===== src/rtl/ecc_apb_cmd_master.sv =====
`timescale 1ns/1ps
// APB command master for the ECC block; optional WAIT_DONE timeout under ECC_APB_MASTER_TIMEOUT_EN.
// Latency: push -> PSEL 1 cycle, rsp_valid 3 cycles without wait; 3 cycles per command back-to-back.
// Backpressure: cmd_ready drops while the command queue is full; responses cannot be stalled.

module ecc_apb_cmd_fifo #(
  parameter int WIDTH = 8,
  parameter int DEPTH = 4,
  localparam int AW = (DEPTH > 1) ? $clog2(DEPTH) : 1,
  localparam int CW = $clog2(DEPTH + 1)
) (
  input  logic             clk,
  input  logic             rst,
  input  logic             push,
  input  logic [WIDTH-1:0] wdat,
  input  logic             pop,
  output logic [WIDTH-1:0] rdat,
  output logic [CW-1:0]    count
);
  logic [WIDTH-1:0] mem [DEPTH];
  logic [AW-1:0]    wr_ptr, rd_ptr;

  always_ff @(posedge clk) begin
    if (push) mem[wr_ptr] <= wdat;
  end

  // Power-of-2 depth lets the pointers wrap naturally.
  always_ff @(posedge clk) begin
    if (rst) begin
      wr_ptr <= '0;
      rd_ptr <= '0;
      count  <= '0;
    end else begin
      if (push) wr_ptr <= wr_ptr + AW'(1);
      if (pop)  rd_ptr <= rd_ptr + AW'(1);
      case ({push, pop})
        2'b10:   count <= count + CW'(1);
        2'b01:   count <= count - CW'(1);
        default: ;
      endcase
    end
  end

  assign rdat = mem[rd_ptr];
endmodule

module ecc_apb_cmd_master #(
  parameter int AMBA_ADDR_WIDTH = 20,
  parameter int AMBA_WORD       = 32,
  parameter int DATA_WIDTH      = 32,
  parameter int FIFO_DEPTH      = 4,
  parameter int DONE_TIMEOUT    = 1024
) (
  input  logic                       clk,
  input  logic                       rst,
  input  logic                       cmd_valid,
  output logic                       cmd_ready,
  input  logic                       cmd_write,
  input  logic [AMBA_ADDR_WIDTH-1:0] cmd_addr,
  input  logic [AMBA_WORD-1:0]       cmd_wdata,
  input  logic                       cmd_wait_done,
  output logic [AMBA_ADDR_WIDTH-1:0] PADDR,
  output logic [AMBA_WORD-1:0]       PWDATA,
  output logic                       PSEL,
  output logic                       PENABLE,
  output logic                       PWRITE,
  input  logic [AMBA_WORD-1:0]       PRDATA,
  input  logic                       operation_done,
  input  logic [DATA_WIDTH-1:0]      data_out,
  input  logic [1:0]                 num_of_errors,
  output logic                       rsp_valid,
  output logic [AMBA_WORD-1:0]       rsp_rdata,
  output logic [DATA_WIDTH-1:0]      rsp_data_out,
  output logic [1:0]                 rsp_num_errors,
  output logic                       rsp_timeout,
  output logic                       busy
);
  localparam int CW = $clog2(FIFO_DEPTH + 1);

  typedef struct packed {
    logic                       write;
    logic [AMBA_ADDR_WIDTH-1:0] addr;
    logic [AMBA_WORD-1:0]       wdata;
    logic                       wait_done;
  } cmd_t;

  typedef enum logic [2:0] {IDLE, SETUP, ACCESS, WAIT_DONE, RESP} state_t;

  state_t                     state, state_nxt;
  cmd_t                       cmd_in, head;
  logic [CW-1:0]              count;
  logic                       push, pop;
  logic                       cur_wait, cur_wait_nxt;
  logic [AMBA_ADDR_WIDTH-1:0] paddr_nxt;
  logic [AMBA_WORD-1:0]       pwdata_nxt;
  logic                       pwrite_nxt, psel_nxt, penable_nxt;
  logic                       rsp_valid_nxt;
  logic [AMBA_WORD-1:0]       rsp_rdata_nxt;
  logic [DATA_WIDTH-1:0]      rsp_data_out_nxt;
  logic [1:0]                 rsp_num_errors_nxt;

`ifdef ECC_APB_MASTER_TIMEOUT_EN
  localparam int TW = $clog2(DONE_TIMEOUT + 1);
  logic [TW-1:0] to_cnt, to_cnt_nxt;
  logic          rsp_timeout_nxt;
`else
  localparam int unused_done_timeout = DONE_TIMEOUT;
  assign rsp_timeout = 1'b0;
`endif

  assign cmd_in    = '{write: cmd_write, addr: cmd_addr, wdata: cmd_wdata, wait_done: cmd_wait_done};
  assign cmd_ready = !rst && (count < CW'(FIFO_DEPTH));
  assign push      = cmd_valid && cmd_ready;
  assign pop       = ((state == IDLE) || (state == RESP)) && (count != '0);
  assign busy      = (state != IDLE) || (count != '0);

  ecc_apb_cmd_fifo #(.WIDTH($bits(cmd_t)), .DEPTH(FIFO_DEPTH)) u_fifo (
    .clk   (clk),
    .rst   (rst),
    .push  (push),
    .wdat  (cmd_in),
    .pop   (pop),
    .rdat  (head),
    .count (count)
  );

  always_comb begin
    state_nxt          = state;
    paddr_nxt          = PADDR;
    pwdata_nxt         = PWDATA;
    pwrite_nxt         = PWRITE;
    psel_nxt           = PSEL;
    penable_nxt        = PENABLE;
    cur_wait_nxt       = cur_wait;
    rsp_valid_nxt      = 1'b0;
    rsp_rdata_nxt      = rsp_rdata;
    rsp_data_out_nxt   = rsp_data_out;
    rsp_num_errors_nxt = rsp_num_errors;
`ifdef ECC_APB_MASTER_TIMEOUT_EN
    rsp_timeout_nxt    = rsp_timeout;
    to_cnt_nxt         = to_cnt;
`endif
    unique case (state)
      IDLE, RESP: begin
        if (pop) begin
          paddr_nxt    = head.addr;
          pwdata_nxt   = head.wdata;
          pwrite_nxt   = head.write;
          cur_wait_nxt = head.wait_done;
          psel_nxt     = 1'b1;
          penable_nxt  = 1'b0;
          state_nxt    = SETUP;
        end else begin
          state_nxt = IDLE;
        end
      end
      SETUP: begin
        penable_nxt = 1'b1;
        state_nxt   = ACCESS;
      end
      ACCESS: begin
        psel_nxt           = 1'b0;
        penable_nxt        = 1'b0;
        rsp_rdata_nxt      = PWRITE ? '0 : PRDATA;
        rsp_data_out_nxt   = '0;
        rsp_num_errors_nxt = '0;
`ifdef ECC_APB_MASTER_TIMEOUT_EN
        rsp_timeout_nxt    = 1'b0;
`endif
        if (!cur_wait || operation_done) begin
          if (cur_wait) begin
            rsp_data_out_nxt   = data_out;
            rsp_num_errors_nxt = num_of_errors;
          end
          rsp_valid_nxt = 1'b1;
          state_nxt     = RESP;
        end else begin
          state_nxt = WAIT_DONE;
`ifdef ECC_APB_MASTER_TIMEOUT_EN
          to_cnt_nxt = '0;
`endif
        end
      end
      WAIT_DONE: begin
        if (operation_done) begin
          rsp_data_out_nxt   = data_out;
          rsp_num_errors_nxt = num_of_errors;
          rsp_valid_nxt      = 1'b1;
          state_nxt          = RESP;
        end
`ifdef ECC_APB_MASTER_TIMEOUT_EN
        // Counter value k means this is WAIT_DONE cycle k+1.
        else if (to_cnt == TW'(DONE_TIMEOUT - 1)) begin
          rsp_timeout_nxt = 1'b1;
          rsp_valid_nxt   = 1'b1;
          state_nxt       = RESP;
        end else begin
          to_cnt_nxt = to_cnt + TW'(1);
        end
`endif
      end
      default: state_nxt = IDLE;
    endcase
  end

  always_ff @(posedge clk) begin
    if (rst) begin
      state          <= IDLE;
      PADDR          <= '0;
      PWDATA         <= '0;
      PWRITE         <= 1'b0;
      PSEL           <= 1'b0;
      PENABLE        <= 1'b0;
      cur_wait       <= 1'b0;
      rsp_valid      <= 1'b0;
      rsp_rdata      <= '0;
      rsp_data_out   <= '0;
      rsp_num_errors <= '0;
`ifdef ECC_APB_MASTER_TIMEOUT_EN
      rsp_timeout    <= 1'b0;
      to_cnt         <= '0;
`endif
    end else begin
      state          <= state_nxt;
      PADDR          <= paddr_nxt;
      PWDATA         <= pwdata_nxt;
      PWRITE         <= pwrite_nxt;
      PSEL           <= psel_nxt;
      PENABLE        <= penable_nxt;
      cur_wait       <= cur_wait_nxt;
      rsp_valid      <= rsp_valid_nxt;
      rsp_rdata      <= rsp_rdata_nxt;
      rsp_data_out   <= rsp_data_out_nxt;
      rsp_num_errors <= rsp_num_errors_nxt;
`ifdef ECC_APB_MASTER_TIMEOUT_EN
      rsp_timeout    <= rsp_timeout_nxt;
      to_cnt         <= to_cnt_nxt;
`endif
    end
  end
endmodule


===== config.mk =====
export PLATFORM = sky130hd
export DESIGN_NAME = ecc_apb_cmd_master
export DESIGN_NICKNAME = d
export VERILOG_FILES = /design/src/rtl/ecc_apb_cmd_master.sv
export SDC_FILE = /design/constraint.sdc
export NUM_CORES = 1
export LEC_CHECK = 0
export CORE_MARGIN = 5
export CORE_UTILIZATION = 45
export CTS_CLUSTER_SIZE = 25
export DETAILED_ROUTE_END_ITERATION = 10
export PLACE_DENSITY = 0.74
export SLEW_MARGIN = 20
export SYNTH_ARGS = -nofsm -noshare
export SYNTH_HDL_FRONTEND = slang
export SYNTH_SLANG_ARGS = --single-unit

===== constraint.sdc =====
create_clock -name clk -period 2.2 [get_ports clk]
set_input_delay 0.22 -clock clk [delete_from_list [all_inputs] [get_ports clk]]
set_output_delay 0.22 -clock clk [all_outputs]
set_load 0.02 [all_outputs]

; Word level (Yosys, flattened, before mapping)
; Memories as Yosys holds them, arrays and structs flattened. A register that Yosys moved wholly into a read port is not among the register bits.
; Cells that the tools add are included.
[word_totals]
register_bits = 79
latchBits = 0
ram_bits = 216
romBits = 0
inputBits = 124
out_inout_bits = 125
memories = 1
[classes]
addsub = 4
multipliers = 0
n_div = 0
magnitude_cmp = 1
n_eq_ne = 8
shift = 0
mux = 23
bitwise_logic = 0
n_reduce_logical = 20
[mem_list]
columns = name, depth, width, read_ports, rd_clocked_by_memory_dff, wr, line
row1 = u_fifo.mem, 4, 54, 1, 1, 1, 20  ; logic [WIDTH-1:0] mem [DEPTH];
[ops]
columns = cell, n
row1 = two-way mux 32 bit, 4
row2 = case mux 32 bit (2 select lines), 1
row3 = case mux 3 bit (4 select lines), 1
row4 = nonzero test 3 bit, 3
row5 = AND reduction 2 bit, 4
row6 = two-way mux 1 bit, 7
row7 = "== test 3 x 2 -> 1 bit, second input constant", 2
row8 = two-way mux 2 bit, 3
row9 = two-way mux 3 bit, 2
row10 = case mux 3 bit (2 select lines), 1
row11 = nonzero test 2 bit, 3
row12 = "adder 2 x 1 -> 2 bit, second input constant", 2
row13 = case mux 1 bit (2 select lines), 2
row14 = case mux 2 bit (2 select lines), 1
row15 = "adder 3 x 1 -> 3 bit, second input constant", 1
row16 = "== test 3 x 1 -> 1 bit, second input constant", 1
row17 = "== test 3 bit, second input constant", 1
row18 = logical AND 1 bit, 3
row19 = zero test 3 bit, 1
row20 = logical OR 1 bit, 3
row21 = "less-than comparator 3 bit, second input constant", 1
row22 = case mux 1 bit (3 select lines), 1
row23 = "subtractor 3 x 1 -> 3 bit, second input constant", 1
row24 = "== test 2 x 1 -> 1 bit, second input constant", 1
row25 = 5 further kinds, 6

; Longest topological paths before layout
; Gate-level depths: netlist of run 1.
[depth]
ltp_word = 5
ltp_mapped = 10
mapped_depth_nobuf = 8

; Cells and area by module
; Synthesis of run 1 repeated with hierarchy kept, for this count alone.
[hier_totals]
hier_cells = 833
area_unflattened_um2 = 12889.9
[modules_own_cells]
columns = mod, n_inst, cells_each, area_per_inst_um2, seq_area_each_um2
row1 = ecc_apb_cmd_fifo, 1, 323, 8271.7, 6666.4
row2 = ecc_apb_cmd_master, 1, 510, 4618.2, 2522.4

; Worst setup path after synthesis of run 1
; OpenSTA, ideal clock, no wires.
[synth_path]
path_type = flip-flop to flip-flop
startpoint = reg u_fifo.count[2]
endpoint = mem u_fifo.mem[1][0] (netlist name), enable pin
setup_ns = 0.417
arrival_time_ns = 2.036
required_time_ns = 1.783
slack_ns = -0.253
stages_incl_launch_ff = 3
path_buffers = 0
period_less_slack_ns = 2.453
path_cell_list = dfxtp_1 nor3b_2 and2_1
[synth_between]
elab_chain_cells = 5
[synth_rtl]
columns = item, line
row1 = start: declaration, 18  ; output logic [CW-1:0] count
row2 = start signal: assignment, 37  ; 2'b10: count <= count + CW'(1);
row3 = start signal: assignment, 38  ; 2'b01: count <= count - CW'(1);
row4 = less-than comparator 3 bit, 112  ; assign cmd_ready = !rst && (count < CW'(FIFO_DEPTH));
row5 = logical AND 1 bit, 112
row6 = logical AND 1 bit, 113  ; assign push = cmd_valid && cmd_ready;
row7 = two-way mux 1 bit, 24  ; if (push) mem[wr_ptr] <= wdat;
row8 = two-way mux 1 bit (implied by the code), 24
row9 = end: declaration, 20
; Every way passes these cells.

; Worst setup path after layout of run 1
[layout_path]
startpoint = reg state[1]
endpoint = reg u_fifo.count[2]
[layout_between]
elab_chain_cells = 5
[layout_rtl]
columns = item, line
row1 = start: declaration, 89  ; state_t state, state_nxt;
row2 = start signal: assignment, 224  ; state <= state_nxt;
row3 = == test 3 bit / zero test 3 bit (equally long branches), 114  ; assign pop = ((state == IDLE) || (state == RESP)) && (count != '0);
row4 = logical OR 1 bit (*), 114
row5 = logical AND 1 bit (*), 114
row6 = net pop, 92  ; logic push, pop;
row7 = == test 2 x 1 -> 1 bit / == test 2 bit (equally long branches), 36  ; case ({push, pop})
row8 = case mux 3 bit (2 select lines) / nonzero test 2 bit (equally long branches), --
; Mark *: on every way through the listed nets, which the timed path passes. The rest lies on a longest branch.
; A chain may end at the register's enable or synchronous reset.

==> results.json, run 1 <==
{
  "antenna_cells": 0,
  "rr_startpoint": "state[1]$_SDFFE_PP0P_",
  "max-cap-violations": 0,
  "worstPathRequired_ns": 2.62,
  "cp_slowest_cell": "or3_2",
  "insertion_delay_ns": 0.51,
  "syn_area_sq_mm": 0.01280,
  "powerDensity_mw_per_mm2": 1156,
  "first_global_vias": 7944,
  "synth_async_sr_flop_share_pct": 0,
  "htree_levels": 2,
  "cp_max_fo": 2,
  "dieArea_sq_mm": 0.03191,
  "holdCritPathClass": "in -> reg",
  "relSlewSlack_pct": 53.43,
  "place.port_buffers": 247,
  "avgSynthCellArea_sq_um": 16.30,
  "ys_seq_elements": 349,
  "critPathLaunch": "state[1]$_SDFFE_PP0P_",
  "cts_tree": "yes",
  "synthCells": 785,
  "clock_skew_ns": 0.01777,
  "critPathKind": "reg -> reg",
  "drt_iter0_markers": 422,
  "antenna_left": 0,
  "synth_most_common_cell": "edfxtp_1",
  "ir_worst_vdd_v": 0.0008668,
  "power_frac_comb_pct": 27.8,
  "drv_slew": 0,
  "routed_wl_um": 28970,
  "grt_max_degree": 55,
  "grt_pass1_wl_um": 43960,
  "cpPeakStageDelay_ns": 0.42,
  "start_util_pct": 45.81,
  "p_leak_uw": 0.005590,
  "clock-sinks": 349,
  "yosysUniqueCellTypes": 46,
  "status": "finished, final reports clean",
  "drive_gt1_share_pct": 18.73,
  "hold_viol": 0,
  "ys_seq_area_share_pct": 71.49,
  "fin_nets": 1174,
  "grtUsageTotal_pct": 17.71,
  "synth_common_cells": "216 x edfxtp_1, 133 x dfxtp_1, 71 x a21oi_1",
  "synth_ff_type": "edfxtp_1",
  "drt_first_pass_iters": 6,
  "cts-root-buf": "clkbuf_16",
  "switchingPower_uw": 5685,
  "seqPwrFrac_pct": 42.5,
  "synth_area_leaders": "edfxtp_1 51%, dfxtp_1 21%, mux4_2 8.1%",
  "grt.overflow.total": 0,
  "synth_edf_count": 216,
  "period_share_pct": 95.63,
  "syn_nets": 915,
  "core-area_sq_mm": 0.02793,
  "area_growth_syn_to_layout_pct": 32.38,
  "setup.worst_path.end_class": "flop",
  "drcViolationCount": 0,
  "gp_congestion": 0.7426,
  "fp.dieH_um": 178.6,
  "clkTransAtPathRegs_ns": 0.06,
  "io_pins": 249,
  "worst_pin_slew_ns": 0.6985,
  "period_needed_ns": 2.104,
  "fp-row-count": 61,
  "grt_antenna_before_repair": 2,
  "max_freq_mhz": 475.3,
  "clockBufferDepth": 3,
  "yosys.area.top_type_share_pct": 50.68,
  "fin_util_pct": 60.65,
  "path_cells": "or2_1 > nor2_2 > ha_2 > inv_1 > fa_1 > xor2_1 > or3_2 > a21oi_2",
  "avgRoutedWirePerCell_um": 19.97,
  "arrival_ns": 2.53,
  "hold_start": "rst",
  "finalSetupViolCount": 0,
  "swShare_pct": 29.04,
  "intPower_uw": 13890,
  "via_per_inst": 5.302,
  "place_hpwl_um": 17820,
  "via_count": 7693,
  "yosysWarnings": 0,
  "clkPwrFrac_pct": 29.7,
  "postLayoutCellArea_sq_mm": 0.01694,
  "place_area_sq_mm": 0.01579,
  "yosysTopAreaCell": "edfxtp_1",
  "rsz0062_at_grt": "false",
  "die_w_um": 178.6,
  "cts_buffers": 38,
  "start_kind": "flop",
  "nFillCells": 2102
}
==> cells by family after synthesis <==
kind of cell | Yosys count | share of synthesized area [%]
AO/OA/AOI/OAI | 173 | 9.112
buffers and inverters | 69 | 3.099
AND/OR/NAND/NOR | 130 | 5.680
adder cells (fa/ha/maj) | 6 | 0.6453
other | 1 | 0.02930
XOR/XNOR | 3 | 0.2054
multiplexers | 54 | 9.738
flip-flops | 349 | 71.49
==> area by class of cell <==
type                       count  area, sq um  share of cell area [%]
timing repair buffer         281         2855                   16.85
sequential                   349         9158                   54.05
clock buffer                  55         1076                   6.352
tap                          378        473.0                   2.792
inverter                       7        26.28                  0.1551
clock inverter                14        71.32                  0.4210
multi-input combinational    367         3282                   19.37
==> layout by cell type (no fill, tap or decap), drive strengths merged, types with 36 or more instances in the layout <==
cell	n
clkbuf	55
clkdlybuf4s50	245
dfxtp	133
edfxtp	216
o21ai	37
a22o	54
buf	36
a21oi	72
mux4	54
==> power groups by stage <==
stage	logic (uW)	registers, uW	clock network [uW]
global placement	5470	8450	0
floorplan	2800	8880	0
CTS	5520	8340	5950
detailed placement	5520	8450	0
finish	5450	8320	5810
global route	5840	8430	6260
==> through the flow <==
step	TNS, ns	cells	setup slack [ns]	power, uW	hold WS, ns
4_1_cts	0	1451	0.05773	19810	0.1923
2_1_floorplan	0	785	0.001076	11680	0.3189
6_report	0	1451	0.09614	19580	0.2168
3_5_place_dp	-0.01913	1382	-0.01913	13970	0.4425
3_3_place_gp	-0.01252	1382	-0.01252	13910	0.4374
5_1_grt	0	1451	0.01280	20520	0.2223
==> sequential cells by signal, indices dropped and copies added (netlist names) <==
name / cells
PADDR: 20
PENABLE: 1
PSEL: 1
PWDATA: 32
PWRITE: 1
cur_wait: 1
rsp_data_out: 32
rsp_num_errors: 2
rsp_rdata: 32
rsp_valid: 1
state: 3
u_fifo.count: 3
u_fifo.mem: 216
u_fifo.rd_ptr: 2
u_fifo.wr_ptr: 2
==> metal layers <==
metal | track usage (%) | part of all wire, %
met5 | 0 | 0.086
met4 | 3.166 | 1.1
met3 | 5.468 | 8.5
met2 | 29.94 | 48
met1 | 22.96 | 42
==> critical path, delay by kind of cell, from the launching register on <==
| kind | cells | cell delay [ns] |
|---|---|---|
| compound gates | 1 | 0.12 |
| flops | 1 | 0.32 |
| buf+inv | 1 | 0.05 |
| simple gates | 3 | 0.84 |
| xor+xnor | 1 | 0.16 |
| fa+ha+maj | 2 | 0.55 |
==> final timing paths <==
check,cells after the start,endpoint,slack [ns]
hold / removal,5,u_fifo.wr_ptr[1]$_SDFFE_PP0P_,0.22
setup / recovery,8,u_fifo.count[2]$_SDFFE_PP0P_,0.1
hold reg to reg,2,rsp_rdata[24]$_SDFFE_PP0P_,0.45
setup reg to reg,8,u_fifo.count[2]$_SDFFE_PP0P_,0.1
==> timing repair <==
item,4_1_cts,5_1_grt
pin swaps,0,4
cloned,0,0
gates resized for setup,4,3
endpoints found under the setup margin,1,1
hold buffers,0,0
setup buffers,0,0
(Power assumes the default switching activity.)
==> run 2, diff against run 1 <==
SKIP_CTS_REPAIR_TIMING = 1   (was not set)
==> run 2 against run 1 <==
- clock-buffer cell count unchanged
- global-route usage hardly changed
- via count is 0.16% lower
- sequential power about the same
- flip-flop and latch count unchanged
- design area is the same
- clock skew barely moved
- critical path depth did not move
- register-to-register slack about the same
- maximum frequency is essentially flat
- wire length is essentially flat
- critical path type unchanged
- largest power group unchanged
- highest routed layer unchanged
==> results.json, run 2 (synthesis gave the netlist of run 1 again) <==
{
  "drv_slew": 0,
  "drt_first_pass_iters": 6,
  "hold_viol": 0,
  "cp_top_family": "simple AND/OR/NAND/NOR gates",
  "fin_nets": 1174,
  "drive_gt1_share_pct": 18.73,
  "max_freq_mhz": 475.3,
  "nFillCells": 2102,
  "r2r_cells": 8,
  "drcViolationCount": 0,
  "worstPathRequired_ns": 2.62,
  "arrival_ns": 2.53,
  "path_buf_inv": 1,
  "powerDensity_mw_per_mm2": 1155,
  "finalSetupViolCount": 0,
  "antenna_cells": 0,
  "routed_wl_um": 28960,
  "drt_iter0_markers": 422,
  "grt_pass1_wl_um": 43950,
  "crit_cells": 8,
  "clkTransAtPathRegs_ns": 0.06,
  "critPathLaunch": "state[1]$_SDFFE_PP0P_",
  "status": "finished, final reports clean",
  "place_hpwl_um": 17820,
  "holdCritPathClass": "in -> reg",
  "path_cells": "or2_1 > nor2_2 > ha_2 > inv_1 > fa_1 > xor2_1 > or3_2 > a21oi_2",
  "rsz0062_at_grt": "false",
  "cpPeakStageDelay_ns": 0.42,
  "seqCellArea_sq_mm": 0.009158,
  "clkPwrFrac_pct": 29.7,
  "cts_tree": "yes",
  "start_util_pct": 45.81,
  "htree_levels": 2,
  "setup.worst_path.end_class": "flop",
  "dieArea_sq_mm": 0.03191,
  "hold_depth": 5,
  "first_global_vias": 7944,
  "clockBufferDepth": 3,
  "gp_congestion": 0.7426,
  "start_kind": "flop",
  "relSlewSlack_pct": 53.44,
  "multiInputGateArea_sq_mm": 0.003282,
  "grtUsageTotal_pct": 17.70,
  "clock_skew_ns": 0.01769,
  "switchingPower_uw": 5682,
  "hold_start": "rst",
  "cts-root-buf": "clkbuf_16",
  "antenna_left": 0,
  "rr_startpoint": "state[1]$_SDFFE_PP0P_",
  "clock-sinks": 349,
  "fp.dieH_um": 178.6,
  "swShare_pct": 29.03,
  "grt_antenna_before_repair": 2,
  "regMostFlops": "u_fifo.mem",
  "fin_util_pct": 60.65,
  "worst_pin_slew_ns": 0.6984,
  "cp_max_fo": 2,
  "die_w_um": 178.6,
  "power_frac_comb_pct": 27.8,
  "cp_slowest_cell": "or3_2",
  "critPathKind": "reg -> reg",
  "place.port_buffers": 247,
  "grt_max_degree": 55,
  "cts_buffers": 38,
  "tns_ns": 0,
  "core-area_sq_mm": 0.02793,
  "period_needed_ns": 2.104,
  "final_cell_mix": "245 x clkdlybuf4s50_1, 216 x edfxtp_1, 130 x dfxtp_1",
  "via_per_inst": 5.294,
  "seqPwrFrac_pct": 42.5,
  "largest_reg_flops": 216,
  "fp-row-count": 61,
  "period_share_pct": 95.64,
  "insertion_delay_ns": 0.51,
  "via_count": 7681,
  "io_pins": 249,
  "grt.overflow.total": 0,
  "p_leak_uw": 0.005590,
  "intPower_uw": 13890,
  "ir_worst_vdd_v": 0.0008668,
  "final_common_cell": "clkdlybuf4s50_1",
  "avgRoutedWirePerCell_um": 19.96,
  "max-cap-violations": 0,
  "area_growth_syn_to_layout_pct": 32.38
}
[run 2: cell count changes in the layout (fill, tap and decap cells not counted)]
cell / previous run / this run
buf_2: 2 / 1
clkbuf_2: 0 / 1
[run 2: worst reg2reg max path, stage by stage, from the launching register on]
cell	delay, ns
dfxtp_1	0.32
or2_1	0.26
nor2_2	0.16
ha_2	0.19
inv_1	0.05
fa_1	0.36
xor2_1	0.16
or3_2	0.42
a21oi_2	0.12
[run 2: worst paths after layout]
path | to | slack (ns)
setup / recovery | u_fifo.count[2]$_SDFFE_PP0P_ | 0.1
hold / removal | u_fifo.wr_ptr[1]$_SDFFE_PP0P_ | 0.22
setup reg to reg | u_fifo.count[2]$_SDFFE_PP0P_ | 0.1
hold reg to reg | rsp_rdata[24]$_SDFFE_PP0P_ | 0.45
[run 2: per-layer routing]
layer / GRT usage (%) / wire length, um / vias up
met5: 0 / 25 / -
met4: 3.166 / 318 / 4
met3: 5.468 / 2481 / 35
met2: 29.94 / 13900 / 264
met1: 22.94 / 12240 / 3809
li1: - / - / 3569
[run 2: cell type report]
class / instances / share of cell area, %
clock buffers: 55 / 6.352
flip-flops and latches: 349 / 54.05
repair buffers: 281 / 16.85
inverters: 7 / 0.1551
clock inverters: 14 / 0.4210
well taps: 378 / 2.792
multi-input cells: 367 / 19.37
[run 2: power groups by stage]
| stage | sequential, uW | combinational, uW | clock [uW] |
|---|---|---|---|
| 3_5_place_dp | 8450 | 5520 | 0 |
| 6_report | 8320 | 5440 | 5810 |
| 3_3_place_gp | 8450 | 5470 | 0 |
| 5_1_grt | 8430 | 5840 | 6260 |
| 2_1_floorplan | 8880 | 2800 | 0 |
| 4_1_cts | 8340 | 5540 | 5950 |
[run 2: per-stage QoR]
stage                     power, uW  instance area (sq um)  std cells  hold slack, ns  worst slack [ns]
after floorplan               11680                  12810        785          0.3189          0.001076
after global placement        13910                  15790       1382          0.4374          -0.01252
after detailed placement      13970                  15790       1382          0.4425          -0.01913
after CTS                     19830                  16940       1451          0.1923           -0.3438
after global routing          20530                  16940       1451          0.2223           0.01280
final                         19570                  16940       1451          0.2167           0.09600
==> run 3, diff against run 2 <==
CORE_UTILIZATION = 30   (was 45)
CTS_CLUSTER_DIAMETER = 50   (was not set)
GPL_ROUTABILITY_DRIVEN = 0   (was not set)
PLACE_DENSITY = not set   (was 0.74)
==> run 3 against run 2 <==
- first-iteration DRC count rose by 36%
- critical path depth fell by 5
- die area rose by 47%
- critical path type is now reg -> out
- critical endpoint is now busy
- highest routed layer unchanged
==> results.json, run 3 (synthesis gave the netlist of run 1 again) <==
{
  "fin_nets": 1182,
  "fp.dieH_um": 216.5,
  "hold_viol": 0,
  "period_share_pct": 97.10,
  "cts-root-buf": "clkbuf_16",
  "final_common_cell": "clkdlybuf4s50_1",
  "drive_gt1_share_pct": 21.22,
  "pre_cts_ws_ns": -0.02120,
  "grt.overflow.total": 0,
  "grt_pass1_wl_um": 48390,
  "intPower_uw": 14830,
  "nFillCells": 3835,
  "largest_reg_flops": 216,
  "antenna_left": 0,
  "clockBufferDepth": 3,
  "die_w_um": 216.5,
  "insertion_delay_ns": 0.56,
  "critPathKind": "reg -> out",
  "clkTransAtPathRegs_ns": 0.06,
  "finalSetupViolCount": 0,
  "htree_levels": 2,
  "worstPathRequired_ns": 1.98,
  "clock_skew_ns": 0.02571,
  "dp.cells": 1549,
  "fin_ws_ns": 0.06378,
  "fp-row-count": 75,
  "place.port_buffers": 247,
  "via_per_inst": 4.776,
  "seqCellArea_sq_mm": 0.009158,
  "start_util_pct": 30.44,
  "clkPwrFrac_pct": 34.3,
  "start_kind": "flop",
  "p_leak_uw": 0.005792,
  "period_needed_ns": 2.136,
  "rsz0062_at_grt": "false",
  "max-cap-violations": 0,
  "io_pins": 249,
  "cts_buffers": 40,
  "status": "finished, final reports clean",
  "powerDensity_mw_per_mm2": 1211,
  "drt_first_pass_iters": 4,
  "arrival_ns": 1.92,
  "power_frac_comb_pct": 26.4,
  "worst_pin_slew_ns": 0.7711,
  "setup.worst_path.end_class": "output pin",
  "avgRoutedWirePerCell_um": 19.29,
  "seqPwrFrac_pct": 39.3,
  "relSlewSlack_pct": 48.60,
  "clock-sinks": 349,
  "core-area_sq_mm": 0.04204,
  "ir_worst_vdd_v": 0.0006353,
  "via_count": 7751,
  "instances_no_fill": 1623,
  "cp_max_fo": 6,
  "drt_iter0_markers": 573,
  "area_growth_syn_to_layout_pct": 37.59,
  "swShare_pct": 30.45,
  "holdCritPathClass": "in -> reg",
  "cts_tree": "yes",
  "first_global_vias": 8090,
  "drv_slew": 0,
  "routed_wl_um": 31310,
  "place_hpwl_um": 20090,
  "grt_antenna_before_repair": 4,
  "multiInputGateArea_sq_mm": 0.003297,
  "switchingPower_uw": 6492,
  "final_cell_mix": "245 x clkdlybuf4s50_1, 216 x edfxtp_1, 130 x dfxtp_1",
  "antenna_cells": 0,
  "dieArea_sq_mm": 0.04689,
  "grt_max_degree": 59,
  "max_freq_mhz": 468.1,
  "drcViolationCount": 0,
  "grtUsageTotal_pct": 13.15,
  "regMostFlops": "u_fifo.mem",
  "worst_hold_slack_ns": 0.1561
}
run 3: final cells by class:
| cell class | count | area share, % |
|---|---|---|
| Sequential cell | 349 | 52.01 |
| Multi-Input combinational cell | 367 | 18.72 |
| Timing Repair Buffer | 287 | 16.77 |
| Clock buffer | 42 | 5.848 |
| Tap cell | 539 | 3.830 |
| Clock inverter | 32 | 2.672 |
| Inverter | 7 | 0.1492 |
run 3: power by group through the flow:
stage	sequential, uW	clock (uW)	combinational, uW
6_report	8390	7310	5620
5_1_grt	8510	7850	6040
4_1_cts	8410	7550	5690
3_5_place_dp	8540	0	5660
3_3_place_gp	8540	0	5620
2_1_floorplan	8880	0	2800
run 3: routing by layer:
| layer | up-vias | routed length (um) | GRT usage (%) |
|---|---|---|---|
| li1 | 3604 | - | - |
| met3 | 56 | 2689 | 4.717 |
| met1 | 3820 | 13550 | 17.07 |
| met4 | 8 | 636 | 3.986 |
| met2 | 263 | 14370 | 20.81 |
| met5 | - | 56 | 0 |
run 3: critical path, stage by stage (launching register included):
cell and delay [ns]:
dfxtp_2 0.35, or3_4 0.39, or3_2 0.46, buf_4 0.18
run 3: stage by stage:
stage | power (uW) | TNS [ns] | instance area [sq um] | utilization (%)
floorplan | 11680 | 0 | 12810 | -
global placement | 14160 | -0.004416 | 16090 | 38.27
detailed placement | 14200 | -0.02120 | 16090 | 38.27
CTS | 21650 | -0.4384 | 17590 | 41.84
global route | 22400 | 0 | 17610 | 41.88
finish | 21320 | 0 | 17610 | 41.88
run 3: worst paths after layout:
| check | start | end | slack, ns | depth (start not counted) |
|---|---|---|---|---|
| max | u_fifo.count[2]$_SDFFE_PP0P_ | busy | 0.06 | 3 |
| min reg2reg | rsp_rdata[10]$_SDFFE_PP0P_ | rsp_rdata[10]$_SDFFE_PP0P_ | 0.45 | 2 |
| min | rst | u_fifo.wr_ptr[1]$_SDFFE_PP0P_ | 0.16 | 5 |
| max reg2reg | state[0]$_SDFFE_PP0P_ | u_fifo.count[2]$_SDFFE_PP0P_ | 0.15 | 8 |
